--- config.mk ---
export PLATFORM = sky130hd
export DESIGN_NAME = cfg_info_responder
export DESIGN_NICKNAME = d
export VERILOG_FILES = /design/src/rtl/config_pkg.sv /design/src/rtl/cfg_info_pkg.sv /design/src/rtl/cfg_info_streamer.sv /design/src/rtl/cfg_info_responder.sv
export SDC_FILE = /design/constraint.sdc
export NUM_CORES = 1
export LEC_CHECK = 0
export CAP_MARGIN = 10
export CORE_MARGIN = 2
export CORE_UTILIZATION = 60
export CTS_BUF_LIST = sky130_fd_sc_hd__clkbuf_8
export CTS_CLUSTER_DIAMETER = 80
export DETAILED_ROUTE_END_ITERATION = 8
export GPL_ROUTABILITY_DRIVEN = 0
export PLACE_DENSITY = 0.87
export SLEW_MARGIN = 20
export SYNTH_ARGS = -nofsm -noshare
export SYNTH_HDL_FRONTEND = slang
export SYNTH_HIERARCHICAL = 1
export SYNTH_SLANG_ARGS = --single-unit
--- constraint.sdc ---
create_clock -name clk_i -period 4.4 [get_ports clk_i]
set_clock_uncertainty 0.15 [all_clocks]
set_input_delay 0.88 -clock clk_i [delete_from_list [all_inputs] [get_ports clk_i]]
set_output_delay 0.88 -clock clk_i [all_outputs]
set_load 0.03 [all_outputs]
--- src/rtl/config_pkg.sv ---
`default_nettype none
// ============================================================================
// Module   : config_pkg
// Brief    : Core configuration record consumed by cfg_info_responder.
// Revision : 1.0
// ============================================================================
package config_pkg;

  typedef struct packed {
    int unsigned XLEN;
    int unsigned VLEN;
    int unsigned PLEN;
    int unsigned GPLEN;
    bit          RVA;
    bit          RVB;
    bit          RVC;
    bit          RVD;
    bit          RVF;
    bit          RVH;
    bit          RVS;
    bit          RVU;
    bit          RVV;
    bit          ZKN;
    bit          RVZCB;
    bit          RVZCMP;
    bit          RVZCMT;
    bit          RVZiCond;
    bit          RVZicntr;
    bit          RVZihpm;
    bit          XF16;
    bit          XF16ALT;
    bit          XF8;
    bit          XFVec;
    bit          CvxifEn;
    bit          MmuPresent;
    bit          DebugEn;
    bit          SuperscalarEn;
    bit          PerfCounterEn;
    int unsigned NrCommitPorts;
    int unsigned NrIssuePorts;
    int unsigned NR_SB_ENTRIES;
    int unsigned NrWbPorts;
    int unsigned NrRgprPorts;
    int unsigned NUM_THREADS;
    int unsigned ICACHE_INDEX_WIDTH;
    int unsigned ICACHE_SET_ASSOC;
    int unsigned DCACHE_INDEX_WIDTH;
    int unsigned DCACHE_SET_ASSOC;
    int unsigned InstrTlbEntries;
    int unsigned DataTlbEntries;
    int unsigned NrPMPEntries;
    int unsigned SharedTlbDepth;
    int unsigned RASDepth;
    int unsigned BTBEntries;
    int unsigned BHTEntries;
    int unsigned BHTHist;
    bit [63:0]   DmBaseAddress;
    bit [63:0]   HaltAddress;
    bit [63:0]   ExceptionAddress;
  } cva6_cfg_t;

  localparam cva6_cfg_t cva6_cfg_empty = '0;

endpackage
`default_nettype wire

--- src/rtl/cfg_info_pkg.sv ---
`default_nettype none
// ============================================================================
// Module   : cfg_info_pkg
// Brief    : Word map layout and packing function for the config info block.
// Revision : 1.0
// ============================================================================
package cfg_info_pkg;

  localparam logic [31:0] CFG_INFO_MAGIC     = 32'hC7A6_C0F0;
  localparam int unsigned CFG_INFO_NUM_WORDS = 11;
  localparam int unsigned CFG_INFO_IDX_W     = $clog2(CFG_INFO_NUM_WORDS);

  localparam int unsigned CFG_W_MAGIC  = 0;
  localparam int unsigned CFG_W_WIDTHS = 1;
  localparam int unsigned CFG_W_ISA    = 2;
  localparam int unsigned CFG_W_PORTS  = 3;
  localparam int unsigned CFG_W_CACHE  = 4;
  localparam int unsigned CFG_W_TLB    = 5;
  localparam int unsigned CFG_W_BPRED  = 6;
  localparam int unsigned CFG_W_DMBASE = 7;
  localparam int unsigned CFG_W_HALT   = 8;
  localparam int unsigned CFG_W_EXCEPT = 9;
  localparam int unsigned CFG_W_CSUM   = 10;

  typedef logic [31:0] cfg_info_word_t;
  typedef cfg_info_word_t [CFG_INFO_NUM_WORDS-1:0] cfg_info_words_t;
  typedef logic [CFG_INFO_IDX_W-1:0] cfg_info_idx_t;

  typedef enum logic [0:0] {
    ST_IDLE   = 1'b0,
    ST_STREAM = 1'b1
  } cfg_dump_state_e;

  function automatic logic [7:0] sat8(input int unsigned v);
    return (v > 32'd255) ? 8'hFF : v[7:0];
  endfunction

  function automatic logic [3:0] sat4(input int unsigned v);
    return (v > 32'd15) ? 4'hF : v[3:0];
  endfunction

  function automatic cfg_info_words_t pack_cfg_words(input config_pkg::cva6_cfg_t cfg);
    cfg_info_words_t w;
    cfg_info_word_t  csum;
    w = '0;
    w[CFG_W_MAGIC]  = CFG_INFO_MAGIC;
    w[CFG_W_WIDTHS] = {sat8(cfg.GPLEN), sat8(cfg.PLEN), sat8(cfg.VLEN), sat8(cfg.XLEN)};
    w[CFG_W_ISA]    = {7'b0, cfg.PerfCounterEn, cfg.SuperscalarEn, cfg.DebugEn, cfg.MmuPresent,
                       cfg.CvxifEn, cfg.XFVec, cfg.XF8, cfg.XF16ALT, cfg.XF16, cfg.RVZihpm,
                       cfg.RVZicntr, cfg.RVZiCond, cfg.RVZCMT, cfg.RVZCMP, cfg.RVZCB, cfg.ZKN,
                       cfg.RVV, cfg.RVU, cfg.RVS, cfg.RVH, cfg.RVF, cfg.RVD, cfg.RVC, cfg.RVB,
                       cfg.RVA};
    w[CFG_W_PORTS]  = {sat8(cfg.NUM_THREADS), sat4(cfg.NrRgprPorts), sat4(cfg.NrWbPorts),
                       sat8(cfg.NR_SB_ENTRIES), sat4(cfg.NrIssuePorts), sat4(cfg.NrCommitPorts)};
    w[CFG_W_CACHE]  = {sat8(cfg.DCACHE_SET_ASSOC), sat8(cfg.DCACHE_INDEX_WIDTH),
                       sat8(cfg.ICACHE_SET_ASSOC), sat8(cfg.ICACHE_INDEX_WIDTH)};
    w[CFG_W_TLB]    = {sat8(cfg.SharedTlbDepth), sat8(cfg.NrPMPEntries),
                       sat8(cfg.DataTlbEntries), sat8(cfg.InstrTlbEntries)};
    w[CFG_W_BPRED]  = {sat8(cfg.BHTHist), sat8(cfg.BHTEntries),
                       sat8(cfg.BTBEntries), sat8(cfg.RASDepth)};
    w[CFG_W_DMBASE] = 32'(cfg.DmBaseAddress);
    w[CFG_W_HALT]   = 32'(cfg.HaltAddress);
    w[CFG_W_EXCEPT] = 32'(cfg.ExceptionAddress);
    csum = '0;
    for (int i = 0; i < int'(CFG_W_CSUM); i++) begin
      csum = csum ^ w[i];
    end
    w[CFG_W_CSUM] = csum;
    return w;
  endfunction

endpackage
`default_nettype wire

--- src/rtl/cfg_info_streamer.sv ---
`default_nettype none
// ============================================================================
// Module   : cfg_info_streamer
// Brief    : Walks the config word map out over a valid/ready stream.
// Revision : 1.0
// ============================================================================
module cfg_info_streamer
  import cfg_info_pkg::*;
(
  input  logic            clk_i,
  input  logic            rst_i,
  input  cfg_info_words_t i_words,
  input  logic            i_start,
  input  logic            i_ready,
  output logic            o_valid,
  output cfg_info_word_t  o_data,
  output logic            o_last,
  output logic            o_busy
);

  localparam cfg_info_idx_t c_LAST_IDX = cfg_info_idx_t'(CFG_INFO_NUM_WORDS - 1);

  cfg_dump_state_e r_state;
  cfg_info_idx_t   r_idx;
  logic            r_valid;
  cfg_info_word_t  r_data;
  logic            r_last;
  cfg_info_idx_t   w_idx_nxt;
  cfg_info_word_t  w_word_nxt;

  assign w_idx_nxt = r_idx + 1'b1;

  always_comb begin
    w_word_nxt = '0;
    for (int i = 0; i < int'(CFG_INFO_NUM_WORDS); i++) begin
      if (w_idx_nxt == cfg_info_idx_t'(i)) w_word_nxt = i_words[i];
    end
  end

  // Data is preloaded one word ahead so dump_data is a plain register output.
  always_ff @(posedge clk_i) begin
    if (rst_i) begin
      r_state <= ST_IDLE;
      r_idx   <= '0;
      r_valid <= 1'b0;
      r_data  <= '0;
      r_last  <= 1'b0;
    end else begin
      case (r_state)
        ST_IDLE: begin
          if (i_start) begin
            r_state <= ST_STREAM;
            r_idx   <= '0;
            r_valid <= 1'b1;
            r_data  <= i_words[0];
            r_last  <= (c_LAST_IDX == '0);
          end
        end
        ST_STREAM: begin
          if (r_valid && i_ready) begin
            if (r_last) begin
              r_state <= ST_IDLE;
              r_idx   <= '0;
              r_valid <= 1'b0;
              r_data  <= '0;
              r_last  <= 1'b0;
            end else begin
              r_idx  <= w_idx_nxt;
              r_data <= w_word_nxt;
              r_last <= (w_idx_nxt == c_LAST_IDX);
            end
          end
        end
        default: r_state <= ST_IDLE;
      endcase
    end
  end

  assign o_valid = r_valid;
  assign o_data  = r_data;
  assign o_last  = r_last;
  assign o_busy  = (r_state == ST_STREAM);

endmodule
`default_nettype wire

--- src/rtl/cfg_info_responder.sv ---
`default_nettype none
// ============================================================================
// Module   : cfg_info_responder
// Brief    : Serves the elaborated core configuration over a read port and a dump stream.
// Revision : 1.0
// ============================================================================
module cfg_info_responder
  import cfg_info_pkg::*;
#(
  parameter config_pkg::cva6_cfg_t CVA6Cfg = config_pkg::cva6_cfg_empty
) (
  input  logic        clk_i,
  input  logic        rst_i,
  input  logic        req_i,
  input  logic [5:0]  addr_i,
  output logic        gnt_o,
  output logic        rvalid_o,
  output logic [31:0] rdata_o,
  output logic        err_o,
  input  logic        dump_start_i,
  output logic        dump_valid_o,
  input  logic        dump_ready_i,
  output logic [31:0] dump_data_o,
  output logic        dump_last_o,
  output logic        dump_busy_o
);

  localparam int unsigned NUM_WORDS = CFG_INFO_NUM_WORDS;

  cfg_info_words_t w_words;
  cfg_info_word_t  w_rd_word;
  logic            w_gnt;
  logic            w_in_range;
  logic            w_busy;
  logic            r_rvalid;
  cfg_info_word_t  r_rdata;
  logic            r_err;

  assign w_words    = pack_cfg_words(CVA6Cfg);
  assign w_gnt      = req_i & ~w_busy;
  assign w_in_range = (addr_i < 6'(NUM_WORDS));

  // Out-of-range indices fall through to zero, which is also the error-response data.
  always_comb begin
    w_rd_word = '0;
    for (int i = 0; i < int'(NUM_WORDS); i++) begin
      if (addr_i == 6'(i)) w_rd_word = w_words[i];
    end
  end

  always_ff @(posedge clk_i) begin
    if (rst_i) begin
      r_rvalid <= 1'b0;
      r_rdata  <= '0;
      r_err    <= 1'b0;
    end else begin
      r_rvalid <= w_gnt;
      r_rdata  <= w_gnt ? w_rd_word : '0;
      r_err    <= w_gnt & ~w_in_range;
    end
  end

  assign gnt_o    = w_gnt;
  assign rvalid_o = r_rvalid;
  assign rdata_o  = r_rdata;
  assign err_o    = r_err;

  cfg_info_streamer u_streamer (
    .clk_i   (clk_i),
    .rst_i   (rst_i),
    .i_words (w_words),
    .i_start (dump_start_i),
    .i_ready (dump_ready_i),
    .o_valid (dump_valid_o),
    .o_data  (dump_data_o),
    .o_last  (dump_last_o),
    .o_busy  (w_busy)
  );

  assign dump_busy_o = w_busy;

endmodule
`default_nettype wire

# ---- Word-level counts from Yosys, hierarchy flattened
# Cells that the tools add are included.
dict set report totals {
  out_inout_bits 70
  wordCells 88
  register_bits 73
}
dict set report op_classes {
  mux 42
  n_addsub 1
  n_bitwise 5
  order_cmp 1
  eq_ne 23
  reduce_logical 7
}
# operator count
set ops {}
lappend ops {{32-bit 2-to-1 mux} 25}
lappend ops {{32-bit one-hot mux with 2 select lines} 1}
lappend ops {{6-bit by 3-bit equality test with 1-bit output, second input constant} 4}
lappend ops {{6-bit by 4-bit equality test with 1-bit output, second input constant} 3}
lappend ops {{4-bit by 3-bit equality test with 1-bit output, second input constant} 4}
lappend ops {{4-bit equality test, second input constant} 3}
lappend ops {{6-bit by 2-bit equality test with 1-bit output, second input constant} 2}
lappend ops {{4-bit 2-to-1 mux} 3}
lappend ops {{12-bit OR reduction} 1}
lappend ops {{1-bit 2-to-1 mux} 9}
lappend ops {{4-bit by 2-bit equality test with 1-bit output, second input constant} 2}
lappend ops {{4-bit one-hot mux with 2 select lines} 1}
lappend ops {{6-bit by 1-bit equality test with 1-bit output, second input constant} 1}
lappend ops {{6-bit zero test} 1}
lappend ops {{6-bit by 4-bit less-than comparator with 1-bit output, second input constant} 1}
lappend ops {{2-bit inequality test, second input constant} 3}
lappend ops {{1-bit one-hot mux with 2 select lines} 3}
lappend ops {{4-bit by 1-bit adder with 4-bit output, second input constant} 1}
lappend ops {{4-bit by 1-bit equality test with 1-bit output, second input constant} 1}
lappend ops {{4-bit zero test} 1}
lappend ops {{1-bit inverter} 3}
lappend ops {{3-bit AND reduction} 1}
lappend ops {{1-bit AND} 2}
lappend ops {{2-bit AND reduction} 1}
lappend ops {{other kinds (2)} 2}

# ---- Logic depth before layout (Yosys ltp)
dict set report logic_depth {
  word_depth 16
  ltp_mapped 12
  ltp_nobuf 9
}

# ---- Cells and area by module
# The synthesis kept the hierarchy.
# mod n_inst area_per_inst_um2 cells_each seq_area_each_um2
set modules_own_cells {}
lappend modules_own_cells {cfg_info_streamer 1 5392.7 817 780.7}
lappend modules_own_cells {cfg_info_responder 1 360.3 44 60.1}

# ---- Least setup slack after synthesis
# Ideal clock, no wire load.
dict set report synth_timing {
  path_type {register to register}
  startpoint {register u_streamer.r_idx[0]}
  endpoint {register u_streamer.r_data[0], in the netlist u_streamer/o_data[0]}
  arrival_ns 2.090
  synth_period_minus_slack_ns 2.371
  path_buffers 1
  slack_ns 2.029
  stages_incl_launch_ff 10
  setup_time_ns 0.131
  required_time_ns 4.119
  cell_sequence {dfxtp_1 > ha_1 > and2b_2 > a21oi_4 > o31ai_4 > buf_4 > nor2_1 > o221ai_1 > a221oi_1 > o22ai_1}
}
dict set report synth_via {
  elab_chain_cells 15
  word_cells_on_any_way 24
}
# item line
set synth_lines {}
lappend synth_lines {{start, declared} cfg_info_streamer.sv:24} ;# cfg_info_idx_t r_idx;
lappend synth_lines {{start signal, assigned} cfg_info_streamer.sv:68} ;# r_idx <= w_idx_nxt;
lappend synth_lines {{4-bit by 1-bit adder with 4-bit output (*)} cfg_info_streamer.sv:31} ;# assign w_idx_nxt = r_idx + 1'b1;
lappend synth_lines {{4-bit by 1-bit equality test with 1-bit output} cfg_info_streamer.sv:36} ;# if (w_idx_nxt == cfg_info_idx_t'(i)) w_word_nxt = i_words[i];
lappend synth_lines {{32-bit 2-to-1 mux (9 in series)} cfg_info_streamer.sv:36}
lappend synth_lines {{32-bit 2-to-1 mux (*)} cfg_info_streamer.sv:36}
lappend synth_lines {{32-bit 2-to-1 mux (*)} cfg_info_streamer.sv:61} ;# if (r_last) begin
lappend synth_lines {{32-bit 2-to-1 mux (*)} cfg_info_streamer.sv:60} ;# if (r_valid && i_ready) begin
lappend synth_lines {{32-bit one-hot mux with 2 select lines (*)} cfg_info_streamer.sv:49} ;# case (r_state)
lappend synth_lines {{end signal, assigned} cfg_info_streamer.sv:55} ;# r_data <= i_words[0];
lappend synth_lines {{end signal, assigned} cfg_info_streamer.sv:69} ;# r_data <= w_word_nxt;
lappend synth_lines {{end, declared} cfg_info_streamer.sv:26} ;# cfg_info_word_t r_data;
# Mark *: on every way between the ends. The rest lies on a longest branch, timed or not. The select of a mux whose other input is x is not followed.
# A chain may end at the register's enable or synchronous reset.

# ---- Final worst setup path
dict set report layout_timing {
  startpoint {input req_i}
  endpoint {output gnt_o}
}
dict set report layout_via {
  elab_chain_cells 1
}
# item line
set layout_lines {}
lappend layout_lines {{start, declared} cfg_info_responder.sv:14} ;# input logic req_i,
lappend layout_lines {{1-bit AND} cfg_info_responder.sv:40} ;# assign w_gnt = req_i & ~w_busy;
lappend layout_lines {{end, declared} cfg_info_responder.sv:16} ;# output logic gnt_o,
# No other way between the ends.

==> metrics.md <==
| Metric | Value |
|---|---|
| Final TNS setup | 0 ns |
| FF/Latch Area | 841 sq um |
| CTS Root Cell | clkbuf_8 |
| Most frequent CP cell | clkdlybuf4s50_1 |
| Number of DRC markers in iteration 0 | 700 |
| WP data arrival | 2.21 ns |
| RSZ-0062 raised after global routing | no |
| Leak | 3.57 nW |
| Register area share after synthesis | 14.6% |
| CP endpoint | gnt_o |
| Vias | roughly 7500 |
| Die W | 102 microns |
| Critical-path cell list | clkdlybuf4s50_1 -> nor2b_1 -> clkdlybuf4s50_1 |
| Worst Tran Pin Value | between 0.8 and 0.9 ns |
| Mapped Avg Cell Area | ~6.7 sq um |
| Antenna violations before repair | 0 |
| Post-DP HPWL | about 13000 microns |
| #FFs+latches synth | 42 |
| PD cells | roughly 160 nW/um^2 |
| CP Max Fanout | 2 |
| Antenna Cells | 0 |
| Postcts setup bufs | 0 |
| Mapped Cells | 861 |
| Max_slew headroom | 40.5% |
| Max_cap viols | 0 |
| Die Height | 102 microns |
| WL per Instance | 13.1 microns |
| Crit path launch type | input port |
| Final ANT Viol Nets | 0 |
| Reg-to-reg endpoint | u_streamer/o_data[16] |
| CP max stage cell | clkdlybuf4s50_1 |
| GRT Total Usage | 36.1% |
| Aggregate routed wire length | 18700 microns |
| Vias in the first global route | about 6700 |
| CP Capture Type | primary output |
| Mapped Area | 5750 sq um |
| Post-layout nets | between 1000 and 1500 |
| WP data required | 3.37 ns |
| Maximum VDD drop | 152 uV |
| Top FF cell, synth | dfxtp_1 |
| Post-synthesis cell type count | 60 |
| Layout area overhead | 38.6% |
| Flop-to-flop setup slack | about 1.2 ns |
| Fraction of registers with async set/reset | 0% |
| Share of layout cells above drive strength 1 | approximately 4.5% |
| Htree depth | 2 |
| Setup violations, final | 0 |
| Initial Utilization | between 60% and 70% |
| Tmin final | around 3.2 ns |
| CTS tree | built |
| Fillers | 597 |
| Ports | 81 |
| Die area | about 10000 sq um |
| Fmax achieved | between 300 and 400 MHz |
| Hold Buf Count CTS | 0 |
| Site row count | 35 |
| Final Max Tran Viols | 0 |
| IO buf count | 63 |
| Clk sink count | 42 |
| Largest net degree at the start of global routing | 55 |
| Multi-input gate area | roughly 6000 sq um |
| Average via count per standard cell | roughly 5.3 |
| CP startpoint | req_i |
| First-pass GRT wire length | 30900 microns |
| Hold crit path type | flop to flop |
| Ys Warns | 6 |
| WHS Path Cells | 1 |
| Clk Latency, worst-skew pair | 0.30 ns |
| Clock Path Buffers | 2 |
| Core Region | around 9300 sq um |
| CTS Buf Count | 5 |
| Post-CTS sizing | 0 |
| Hold Fails Final Rpt | 0 |
| Drt first pass iters | 6 |
| Final period util | 73.7% |
| Drc violations | 0 |
| Status | finished clean |
| CP Class | input port to primary output |
| Post-synth EDFFs | 0 |
| Reg clk slew, reported paths | 0.08 ns |
| Worst r2r src | u_streamer/r_idx[0] |
| Global route total overflow | 0 |
| Total chip power | 1.29 mW |
| Critical Path Max Stage Delay | about 0.7 ns |
| Reg2Reg Depth | 9 |
[worst min-delay path by stage]
stage                      endpoint  slack, ns                  from
3_3_place_gp     u_streamer/o_valid       0.34    u_streamer/o_valid
3_5_place_dp     u_streamer/o_valid       0.36    u_streamer/o_valid
2_1_floorplan   u_streamer/r_idx[1]       0.37   u_streamer/r_idx[1]
5_1_grt        u_streamer/o_data[8]       0.41  u_streamer/o_data[8]
6_report         u_streamer/o_valid       0.38    u_streamer/o_valid
4_1_cts          u_streamer/o_valid       0.38    u_streamer/o_valid
[flip-flops by register name, summed over array words and instances, names as in the netlist]
name                cells
err_o                   1
u_streamer/o_last       1
rdata_o                 1
rvalid_o                1
u_streamer/o_busy       1
u_streamer/o_data      32
u_streamer/o_valid      1
u_streamer/r_idx        4
[critical path, delay by kind of cell]
kind	cells	cell delay, ns
buffers and inverters	2	1.17
AND/OR/NAND/NOR	1	0.16
[stage by stage]
step	util, %	std cells	setup slack (ns)	cell area (sq um)	hold WS (ns)
global placement	84.6	1422	1.23	7860	0.339
CTS	85.8	1430	1.18	7960	0.375
finish	85.9	1430	1.16	7970	0.382
global route	85.9	1430	1.01	7970	0.408
floorplan	-	1325	2.03	7490	0.369
detailed placement	84.6	1422	1.19	7860	0.357
[per-layer routing]
metal | vias up | share of wire [%] | global-route usage (%)
li1 | 3756 | - | -
met1 | 3379 | 38 | 43.1
met2 | 320 | 50 | 64.0
met3 | 81 | 6.8 | 4.31
met4 | 0 | 5.0 | 17.6
met5 | - | 0 | 0
[cells in the final DEF (no fill, tap or decap), types with 4 or more instances in the layout]
cell             count
a22o_1               8
o221ai_1            32
o2111ai_1            8
a22oi_1             34
a221oi_1            36
conb_1             466
inv_1                9
buf_4               22
nor2_1              58
clkbuf_8             5
nor3_1              20
and3_1               5
a21oi_1             71
o31ai_1             15
mux2i_1              4
a211oi_1             5
o211ai_1            16
clkdlybuf4s50_1     63
a221o_1             27
o22ai_1             45
o2111a_1             8
nand2_1            147
dfxtp_1             42
o21ai_0             68
a31oi_1             18
nand3_1              8
o21a_1               5
[kinds of logic after synthesis]
family / Yosys count / share of synthesized area (%)
compound gates: 424 / 53.4
simple gates: 254 / 18.3
mux: 6 / 1.09
flops: 42 / 14.6
other cells: 2 / 0.131
fa+ha+maj: 5 / 1.09
buf+inv: 127 / 11.2
xor+xnor: 1 / 0.152
[cells in the mapped netlist, drive strengths merged (20+ instances only)]
cell	count	area [sq um]
nand2	149	564
a21oi	73	388
o21ai	69	349
buf	62	403
nor2	59	221
clkbuf	55	206
o22ai	48	313
dfxtp	42	841
a221oi	36	315
a22oi	34	255
o221ai	32	280
a221o	27	270
nor3	20	100
[layout make-up]
class / count / area share (%)
Tap cell: 129 / 2.02
Clock inverter: 3 / 0.471
Sequential cell: 42 / 10.5
Timing Repair Buffer: 85 / 9.98
Clock buffer: 5 / 0.863
Inverter: 10 / 0.471
Multi-Input combinational cell: 1156 / 75.6
[where the power goes]
part           internal (mW)  switching (mW)  leakage, nW
logic                  0.203           0.349         3.16
registers              0.408          0.0219        0.345
clock network          0.165           0.142       0.0607
total                  0.777           0.513         3.57
(Power assumes the default switching activity.)
